[config.mk]
export PLATFORM = sky130hd
export DESIGN_NAME = rrp_otf_convert
export DESIGN_NICKNAME = d
export VERILOG_FILES = /design/src/rtl/rrp_otf_convert_pkg.sv /design/src/rtl/rrp_otf_convert_step.sv /design/src/rtl/rrp_otf_convert.sv
export SDC_FILE = /design/constraint.sdc
export NUM_CORES = 1
export LEC_CHECK = 0
export CORE_ASPECT_RATIO = 1.25
export CORE_UTILIZATION = 31
export DETAILED_ROUTE_END_ITERATION = 10
export SLEW_MARGIN = 20
export SYNTH_ARGS = -nofsm -noshare
export SYNTH_HDL_FRONTEND = slang
export SYNTH_HIERARCHICAL = 1
export SYNTH_SLANG_ARGS = --single-unit
[constraint.sdc]
create_clock -name clock -period 2.2 [get_ports clock]
set_input_delay 0.44 -clock clock [delete_from_list [all_inputs] [get_ports clock]]
set_output_delay 0.44 -clock clock [all_outputs]
set_load 0.02 [all_outputs]
[src/rtl/rrp_otf_convert_pkg.sv]
// Shared definitions for the redundant-digit to binary converter.
//   digit_bits()    : width of one signed digit for a given radix
//   result_bits()   : signed result width for a given radix and digit count
//   ST_*            : converter FSM state encoding
//   illegal_digit() : the one unused two's-complement digit code (-RADIX)
package rrp_otf_convert_pkg;

    function automatic int digit_bits(input int radix);
        return $clog2(radix) + 1;
    endfunction

    function automatic int result_bits(input int radix, input int width);
        return width * $clog2(radix) + 1;
    endfunction

    localparam logic [1:0] ST_IDLE  = 2'd0;
    localparam logic [1:0] ST_ACCUM = 2'd1;
    localparam logic [1:0] ST_DONE  = 2'd2;

    function automatic int illegal_digit(input int radix);
        return -radix;
    endfunction

endpackage

[src/rtl/rrp_otf_convert_step.sv]
// One on-the-fly conversion step (purely combinational).
//   q_in / qm_in   : current prefix value Q and Q-1
//   digit          : signed digit q in -(RADIX-1)..(RADIX-1), -RADIX flagged
//   q_out / qm_out : updated Q and Q-1 after appending the digit
//   illegal        : digit was the illegal code -RADIX (treated as -(RADIX-1))
module rrp_otf_convert_step
    import rrp_otf_convert_pkg::*;
#(
    parameter int RADIX = 4,
    parameter int WIDTH = 16
) (
    input  logic [result_bits(RADIX, WIDTH)-1:0] q_in,
    input  logic [result_bits(RADIX, WIDTH)-1:0] qm_in,
    input  logic [digit_bits(RADIX)-1:0]         digit,
    output logic [result_bits(RADIX, WIDTH)-1:0] q_out,
    output logic [result_bits(RADIX, WIDTH)-1:0] qm_out,
    output logic                                 illegal
);
    localparam int L  = $clog2(RADIX);
    localparam int D  = digit_bits(RADIX);
    localparam int OW = result_bits(RADIX, WIDTH);

    localparam logic [D-1:0] ILLEGAL_CODE = D'(illegal_digit(RADIX));
    localparam logic [D-1:0] MOST_NEG     = D'(1 - RADIX);

    logic [D-1:0]  d_eff;
    logic [L-1:0]  d_dec_lo;
    logic          neg;
    logic          pos;
    logic [OW-1:0] q_base;
    logic [OW-1:0] qm_base;

    always_comb begin
        illegal  = (digit == ILLEGAL_CODE);
        d_eff    = illegal ? MOST_NEG : digit;
        neg      = d_eff[D-1];
        pos      = !neg && (d_eff != '0);
        // RADIX is a power of two, so RADIX+q and q share their low L bits,
        // and likewise RADIX-1+q and q-1: one appended field serves both cases.
        d_dec_lo = d_eff[L-1:0] - L'(1);
        q_base   = neg ? qm_in : q_in;
        qm_base  = pos ? q_in  : qm_in;
        q_out    = (q_base  << L) | OW'(d_eff[L-1:0]);
        qm_out   = (qm_base << L) | OW'(d_dec_lo);
    end

endmodule

[src/rtl/rrp_otf_convert.sv]
// MSD-first radix-RADIX signed-digit to two's-complement converter.
//   clock, reset_n           : rising-edge clock, asynchronous active-low reset
//   in_digit/in_valid/in_ready : digit stream, WIDTH digits per operand, MSD first
//   out_value/out_valid/out_ready : signed result handshake, held until accepted
//   out_err                  : illegal digit code seen in the delivered operand
module rrp_otf_convert
    import rrp_otf_convert_pkg::*;
#(
    parameter int RADIX = 4,
    parameter int WIDTH = 16
) (
    input  logic                                 clock,
    input  logic                                 reset_n,
    input  logic [digit_bits(RADIX)-1:0]         in_digit,
    input  logic                                 in_valid,
    output logic                                 in_ready,
    output logic [result_bits(RADIX, WIDTH)-1:0] out_value,
    output logic                                 out_valid,
    input  logic                                 out_ready,
    output logic                                 out_err
);
    localparam int OW = result_bits(RADIX, WIDTH);
    localparam int CW = $clog2(WIDTH + 1);
    localparam logic [CW-1:0] LAST_COUNT = CW'(WIDTH - 1);

    logic [1:0]    state_reg,   state_next;
    logic [CW-1:0] count_reg,   count_next;
    logic [OW-1:0] q_reg,       q_next;
    logic [OW-1:0] qm_reg,      qm_next;
    logic          err_reg,     err_next;
    logic [OW-1:0] result_reg,  result_next;
    logic          out_err_reg, out_err_next;

    logic          accept;
    logic          start;
    logic          last;
    logic          err_merged;
    logic [OW-1:0] step_q_in, step_qm_in, step_q_out, step_qm_out;
    logic          step_illegal;

    rrp_otf_convert_step #(
        .RADIX (RADIX),
        .WIDTH (WIDTH)
    ) u_step (
        .q_in    (step_q_in),
        .qm_in   (step_qm_in),
        .digit   (in_digit),
        .q_out   (step_q_out),
        .qm_out  (step_qm_out),
        .illegal (step_illegal)
    );

    always_comb begin
        // A finished result blocks new digits only while the consumer stalls.
        in_ready   = (state_reg == ST_DONE) ? out_ready : 1'b1;
        accept     = in_valid && in_ready;
        // Outside ACCUM any accepted digit is the MSD of a fresh operand.
        start      = (state_reg != ST_ACCUM);
        step_q_in  = start ? '0 : q_reg;
        step_qm_in = start ? '1 : qm_reg;
        last       = start ? (WIDTH == 1) : (count_reg == LAST_COUNT);
        err_merged = (start ? 1'b0 : err_reg) | step_illegal;

        state_next   = state_reg;
        count_next   = count_reg;
        q_next       = q_reg;
        qm_next      = qm_reg;
        err_next     = err_reg;
        result_next  = result_reg;
        out_err_next = out_err_reg;

        if (accept) begin
            q_next     = step_q_out;
            qm_next    = step_qm_out;
            err_next   = err_merged;
            count_next = start ? CW'(1) : count_reg + CW'(1);
            if (last) begin
                state_next   = ST_DONE;
                result_next  = step_q_out;
                out_err_next = err_merged;
            end else begin
                state_next = ST_ACCUM;
            end
        end else if (state_reg == ST_DONE && out_ready) begin
            state_next = ST_IDLE;
        end else if (state_reg != ST_ACCUM && state_reg != ST_DONE) begin
            state_next = ST_IDLE;
        end

        out_valid = (state_reg == ST_DONE);
        out_value = result_reg;
        out_err   = out_err_reg;
    end

    always_ff @(posedge clock or negedge reset_n) begin
        if (!reset_n) begin
            state_reg   <= ST_IDLE;
            count_reg   <= '0;
            q_reg       <= '0;
            qm_reg      <= '1;
            err_reg     <= 1'b0;
            result_reg  <= '0;
            out_err_reg <= 1'b0;
        end else begin
            state_reg   <= state_next;
            count_reg   <= count_next;
            q_reg       <= q_next;
            qm_reg      <= qm_next;
            err_reg     <= err_next;
            result_reg  <= result_next;
            out_err_reg <= out_err_next;
        end
    end

endmodule

==> out/results.txt, run 1 <==
The flow ran to the end, and the final reports show no timing, DRC or antenna violations. For the effective utilization at floorplan, the log shows 0.317. Most common cell after layout, fill and taps aside: sky130_fd_sc_hd__mux2_4. The final layout contains 453 nets. The number of fillers in the final layout came out at 1720.

In this run the count of I/O pins placed on the die edge is 43. The tools report the critical path launch point type as a flip-flop. For the combinational fraction of design power, the log shows 0.467.

The actual transition at the worst max-transition pin came out at 0.607 ns. The net switching power was 2950 uW. Arrival time reported for the critical path endpoint: 1.57 ns. The run gives 0.438 mV as the peak supply drop. Dividing the synthesized area by the synthesized cell count gives 14.5 um2. Walking the worst path, the cells encountered are inv_1 > ha_1 > clkdlybuf4s50_1. STA classifies the critical path endpoint as a primary output. The tools report the clock latency on the worst-skew pair as 0.35 ns. The switching portion of total power was 0.304. The tools report the pre-CTS setup slack as -0.171 ns. The classification of the worst-slack hold path is in2async. Broken down by cell family, the worst path's largest delay share belongs to buffers and inverters.

The floorplan has 55 rows. Between clock sinks in the finished design, the worst skew comes to 0.00830 ns. The top fanout value on the critical path is 3, and the largest buffer count on any clock path is 2. In the layout the commonest cells are 78 x sky130_fd_sc_hd__mux2_4, 75 x sky130_fd_sc_hd__mux2_2, 73 x sky130_fd_sc_hd__dfrtp_1, 40 x sky130_fd_sc_hd__clkdlybuf4s50_1, 33 x sky130_fd_sc_hd__nand2b_1. The initial antenna violation count was 0. Entering global routing, the biggest net connects 105 pins.

The number of levels in the clock H-tree came out at 3. TritonCTS built the clock tree. The number of global-route vias before repair is 3252, and the leakage power is 0.00299 uW. The run gives 0 as the remaining design rule violation count. The logs give 3067 for the total number of vias and 6.42 mm for the placed wire-length estimate after detailed placement.

For this run, the slowest stage of the critical path takes 0.59 ns. The first global-routing pass estimated 16.9 mm of wire. The logs give 0 for the final number of hold-violating endpoints and 0.100 ns for the worst hold slack after final layout. After detailed routing, the number of vias per cell comes to 4.56. Flip-flop count of the largest register, all copies and words added: 33.

Clock tree synthesis selected as its root buffer the cell sky130_fd_sc_hd__clkbuf_16. For this design, the CTS-stage hold fixing added 0 buffers. 0 antenna diodes ended up in the layout. When the netlist entered floorplanning its net count stood at 410. The mapped netlist covers 0.00574 mm2.

In this run the most used layer during global routing was met2. The DRC violation total after the first TritonRoute iteration is 82, and the die area is 0.0191 mm2. The multi-input combinational cells in the finished layout cover a total of 0.00276 mm2. For the total global-route track usage, the log shows 0.114. The cell count after synthesis came out at 397. Measured along the y axis, the die boundary spans 154 um. Clock-pin slew was measured on the worst setup and hold paths at 0.07 ns. For the count of max-cap constraint violations, the log shows 0. The width of the die was 124 um. The fraction of final layout cells sized beyond drive strength 1 came out at 0.503. For the clock buffer count from CTS, the log shows 9.

The internal power of the cells totals 6760 uW. Slowest cell on the critical path: sky130_fd_sc_hd__clkdlybuf4s50_1. The worst setup path is of the reg2out kind. For the clock sink count, the log shows 104. The internal reg-to-reg setup slack was 0.35 ns; the number of failing setup endpoints in the final timing report was 0.

The tools report the share of the core filled with cells as 0.372. The smallest clock period supported by the final layout is computed as 2.01 ns. After floorplanning, the core was sized to cover 0.0181 mm2. Summing all flip-flop and latch instances after layout gives 0.00264 mm2.

Setup repair after global routing left no endpoint under its margin. The setup slack after layout was 0.193 ns. The met2 usage came out at 0.180.

Relative to the synthesized area, the layout overhead comes to 17.2%. The data required time of the critical path was 1.76 ns. At the end of routability-driven placement, the weighted congestion stood at 0.698.

Together, buffers and inverters on the worst path number 2. The proportion of power drawn by flip-flops and latches came out at 0.358. Final worst-path cycle share: 0.912.

The number of nets still failing antenna checks after routing is 0, and the yosys synthesis warning count is 6. The tools report the aggregate routed wire length as 9.95 mm. The run gives 0.595 as the remaining max-slew budget at the tightest pin. The part of the total power dissipated in the clock network was 0.175; the average wire per cell in the routed design was 14.8 um. The max-slew violation count is 0. Summed over all layers, the global routing overflow is 0.

Power spread over the standard cell area amounts to 1440 mW/mm2. The met3 track demand over resource in global routing is 0.0204. Maximum achievable frequency: 498 MHz. The routing usage on met1 came out at 0.151. Port buffering added 42 buffers. For the number of detailed-routing iterations run before antenna repair, the log shows 4.
[stage by stage]
| stage | cells | TNS [ns] | area (um2) | power, uW |
|---|---|---|---|---|
| floorplan | 397 | 0 | 5740 | 6850 |
| global placement | 657 | -7.78 | 6410 | 8020 |
| detailed placement | 657 | -7.14 | 6410 | 8100 |
| CTS | 673 | 0 | 6730 | 9870 |
| global route | 673 | 0 | 6730 | 10400 |
| finish | 673 | 0 | 6730 | 9720 |
[final cells by class]
class / instances / share of cell area
Multi-Input combinational cell: 257 / 0.410
Sequential cell: 104 / 0.393
Timing Repair Buffer: 60 / 0.103
Tap cell: 228 / 0.0424
Clock buffer: 12 / 0.0396
Clock inverter: 4 / 0.00762
Inverter: 8 / 0.00446
[repair_timing]
action / 4_1_cts / 5_1_grt
resized for setup: 0 / 1
buffers inserted: 0 / 0
setup endpoints to repair: 0 / 1
[power groups by stage]
stage / logic [uW] / clock network (uW) / registers, uW
6_report: 4540 / 1700 / 3480
5_1_grt: 4950 / 1840 / 3610
4_1_cts: 4620 / 1760 / 3500
3_5_place_dp: 4600 / 0 / 3510
3_3_place_gp: 4520 / 0 / 3490
2_1_floorplan: 3110 / 0 / 3730
[final timing paths]
check / end / from / cells past startpoint
max in group asynchronous: q_reg[16]$_DFFE_PN0P_ / reset_n / 2
max: out_valid / state_reg[0]$_DFFE_PN0P_ / 3
max reg2reg: out_value[24]$_DFFE_PN0P_ / count_reg[0]$_DFFE_PN0P_ / 6
min in group clock: out_value[27]$_DFFE_PN0P_ / out_value[27]$_DFFE_PN0P_ / 1
min reg2reg: out_value[27]$_DFFE_PN0P_ / out_value[27]$_DFFE_PN0P_ / 1
min: count_reg[2]$_DFFE_PN0P_ / reset_n / 2
[metal layers]
layer  part of all wire  vias up
li1                   -     1454
met1               0.46     1571
met2               0.50       31
met3              0.028       11
met4              0.015        0
met5                  0        -
Note: power is estimated with default switching activity, not from simulation.
==> run 2: changes to the inputs <==
--- a/config.mk
+++ b/config.mk
@@ -5,7 +5,7 @@
 export SDC_FILE = /design/constraint.sdc
 export NUM_CORES = 1
 export LEC_CHECK = 0
-export CORE_ASPECT_RATIO = 1.25
+export CAP_MARGIN = 20
 export CORE_UTILIZATION = 31
 export DETAILED_ROUTE_END_ITERATION = 10
 export SLEW_MARGIN = 20
==> run 2 against run 1 <==
Fmax is 0.41% lower. Cell area decreased by 0.43%. Critical path type unchanged. Highest routed layer unchanged. Combinational power increased by 0.9%. Sequential power is essentially flat.
==> out/results.txt, run 2 (synthesis results as in run 1) <==
TritonCTS built the clock tree. The run gives 104 (unchanged) as the clock sink count. The kind of capture point of the worst setup path was a primary output (unchanged). For the sum of overflow across all layers after global routing, the log shows 0 (unchanged). Setup repair after global routing left no endpoint under its margin. The run gives 0 (unchanged) as the initial antenna violation count.

The logs give 1753 (was 1720) for the number of fillers in the final layout and 3086 (was 3067) for the total number of vias. Commonest cells after routing, fill and taps aside: 78 x sky130_fd_sc_hd__mux2_4, 75 x sky130_fd_sc_hd__mux2_2, 73 x sky130_fd_sc_hd__dfrtp_1, 39 x sky130_fd_sc_hd__clkdlybuf4s50_1, 33 x sky130_fd_sc_hd__nand2b_1 (was 78 x sky130_fd_sc_hd__mux2_4, 75 x sky130_fd_sc_hd__mux2_2, 73 x sky130_fd_sc_hd__dfrtp_1, 40 x sky130_fd_sc_hd__clkdlybuf4s50_1, 33 x sky130_fd_sc_hd__nand2b_1). Clock-pin slew reported for the worst setup and hold paths after clock tree synthesis: 0.07 ns (about the same). For the worst clock skew, the log shows 0.00451 ns (was 0.00830 ns).

The logs give 0 (unchanged) for the final antenna diode count and 49 (was 55) for the number of standard-cell rows in the floorplan. The worst hold slack after final layout is 0.120 ns (was 0.100 ns). The flow ran to the end, and the final reports show no timing, DRC or antenna violations. The logs give 43 (unchanged) for the number of top-level pins and 0.573 (was 0.595) for the remaining max-slew budget at the tightest pin. The fraction of final layout cells sized beyond drive strength 1 is 0.506 (was 0.503). The count of port buffers added during placement was 42 (unchanged).

The critical path class is reg2out (unchanged). Number of global-route vias before repair: 3470 (was 3252). The clock latency on the worst-skew pair is 0.35 ns (about the same), and the minimum clock period is 2.02 ns (was 2.01 ns). The width of the die was 138 um (was 124 um). The logs give 0.00670 mm2 (was 0.00673 mm2) for the area of all placed cells without fillers and 2 (unchanged) for the largest buffer count on any clock path. The tools report the cell at the root of the clock tree as sky130_fd_sc_hd__clkbuf_16 (unchanged). The power per unit of standard cell area is 1440 mW/mm2 (about the same), and the number of vias per cell after detailed routing is 4.55 (was 4.56). The remaining design rule violation count was 0 (unchanged); the count of max-cap constraint violations was 0 (unchanged).

The placed wire-length estimate after detailed placement came out at 6.94 mm (was 6.42 mm). The flip-flop count of the largest register, all copies and words added is 33 (unchanged), and the arrival time reported for the critical path endpoint is 1.58 ns (was 1.57 ns). The final sum of negative setup slack is 0 ns (unchanged). The max-slew violation count is 0 (unchanged), and the effective utilization at floorplan is 0.318 (was 0.317). For the maximum number of pins on one net before global-route repair, the log shows 73 (was 105). The synthesis-to-layout area growth is 16.7% (was 17.2%), and the number of failing setup endpoints in the final timing report is 0 (unchanged).

The area of placed instances was 0.00641 mm2 (about the same). The routability-driven placement congestion ratio was 0.694 (was 0.698). The critical path launch point type is a flip-flop (unchanged). Leakage power: 0.00299 uW (about the same).

The aggregate routed wire length came out at 10.5 mm (was 9.95 mm). Area of the core region: 0.0180 mm2 (was 0.0181 mm2). The average wire per cell in the routed design is 15.5 um (was 14.8 um), and the final worst-path cycle share is 0.916 (was 0.912). The die span in y is 138 um (was 154 um), and the post-CTS repair timing setup buffer count is 0 (unchanged). The run gives 0.117 (was 0.114) as the total global-route track usage.

The run gives 0 (unchanged) as the final number of hold-violating endpoints. The number of nets still failing antenna checks after routing was 0 (unchanged). The number of detailed-routing iterations run before antenna repair was 4 (unchanged); the maximum achievable frequency was 496 MHz (was 498 MHz). The number of levels in the clock H-tree is 3 (unchanged), and the DRC violation total after the first TritonRoute iteration is 100 (was 82). The launching point of the worst reg2reg path is state_reg[0]$_DFFE_PN0P_ (was count_reg[0]$_DFFE_PN0P_). The run gives 457 (was 453) as the final net count. The origin of the worst setup path was state_reg[0]$_DFFE_PN0P_ (unchanged). The data required time of the critical path is 1.76 ns (about the same), and the clock buffer count from CTS is 9 (unchanged).

The tools report the die area as 0.0191 mm2 (about the same). Global-route wire length before repair: 18.0 mm (was 16.9 mm). The classification of the worst-slack hold path was in2async (unchanged). The tools report the peak supply drop as 0.653 mV (was 0.438 mV). Top fanout value on the critical path: 3 (unchanged).

The actual transition at the worst max-transition pin works out to 0.641 ns (was 0.607 ns). The most common cell after layout, fill and taps aside was sky130_fd_sc_hd__mux2_4 (unchanged).
run 2: cell count changes in the layout (fill, tap and decap cells not counted):
cell | previous run | this run
sky130_fd_sc_hd__clkbuf_1 | 0 | 2
sky130_fd_sc_hd__clkinvlp_4 | 1 | 0
sky130_fd_sc_hd__buf_12 | 11 | 9
sky130_fd_sc_hd__buf_2 | 0 | 1
sky130_fd_sc_hd__clkdlybuf4s50_1 | 40 | 39
sky130_fd_sc_hd__bufinv_16 | 1 | 0
sky130_fd_sc_hd__buf_4 | 8 | 14
run 2: cell type report:
class	count	area [um2]	area share
clock buffers	14	274	0.0409
clock inverters	2	13.8	0.00205
inverters	8	30.0	0.00448
multi-input cells	257	2760	0.412
flip-flops and latches	104	2640	0.394
well taps	229	287	0.0428
repair buffers	64	693	0.103
run 2: metrics by stage:
stage	cells	power, uW	util	setup slack (ns)
after global placement	662	8000	0.356	-0.0995
after floorplan	397	6850	-	0.220
after CTS	678	9780	0.372	0.0323
after global routing	678	10300	0.372	0.103
after detailed placement	662	8130	0.356	-0.161
final	678	9640	0.372	0.185
run 2: worst max-delay path, stage by stage (launching register included):
cell and delay (ns):
sky130_fd_sc_hd__dfrtp_1 0.39, sky130_fd_sc_hd__inv_1 0.09, sky130_fd_sc_hd__ha_1 0.15, sky130_fd_sc_hd__clkdlybuf4s50_1 0.60
run 2: where the power goes:
group,internal [uW],switching (uW),leakage [uW]
sequential,3020,469,0.00121
clock,863,708,0.000143
combinational,2760,1810,0.00164
run 2: final timing paths:
check	to	slack [ns]	cells past startpoint
worst max-delay path	out_valid	0.18	3
min in group clock	out_value[31]$_DFFE_PN0P_	0.50	1
worst min-delay path	q_reg[10]$_DFFE_PN0P_	0.12	1
max in group asynchronous	qm_reg[30]$_DFFE_PN1P_	1.39	2
worst min register to register	out_value[31]$_DFFE_PN0P_	0.50	1
worst max register to register	q_reg[16]$_DFFE_PN0P_	0.42	6
run 2: timing repair:
action                     in CTS  in global routing
setup endpoints to repair       0                  1
hold buffers                    0                  0
resized for setup               0                  1
run 2: routing by layer:
metal,routed length [um],vias up,global-route usage,share of wire
met5,0,-,0,0
met4,112,0,0.0295,0.011
met3,341,6,0.0326,0.033
met2,4960,42,0.190,0.47
met1,5070,1580,0.154,0.48
li1,-,1458,-,-
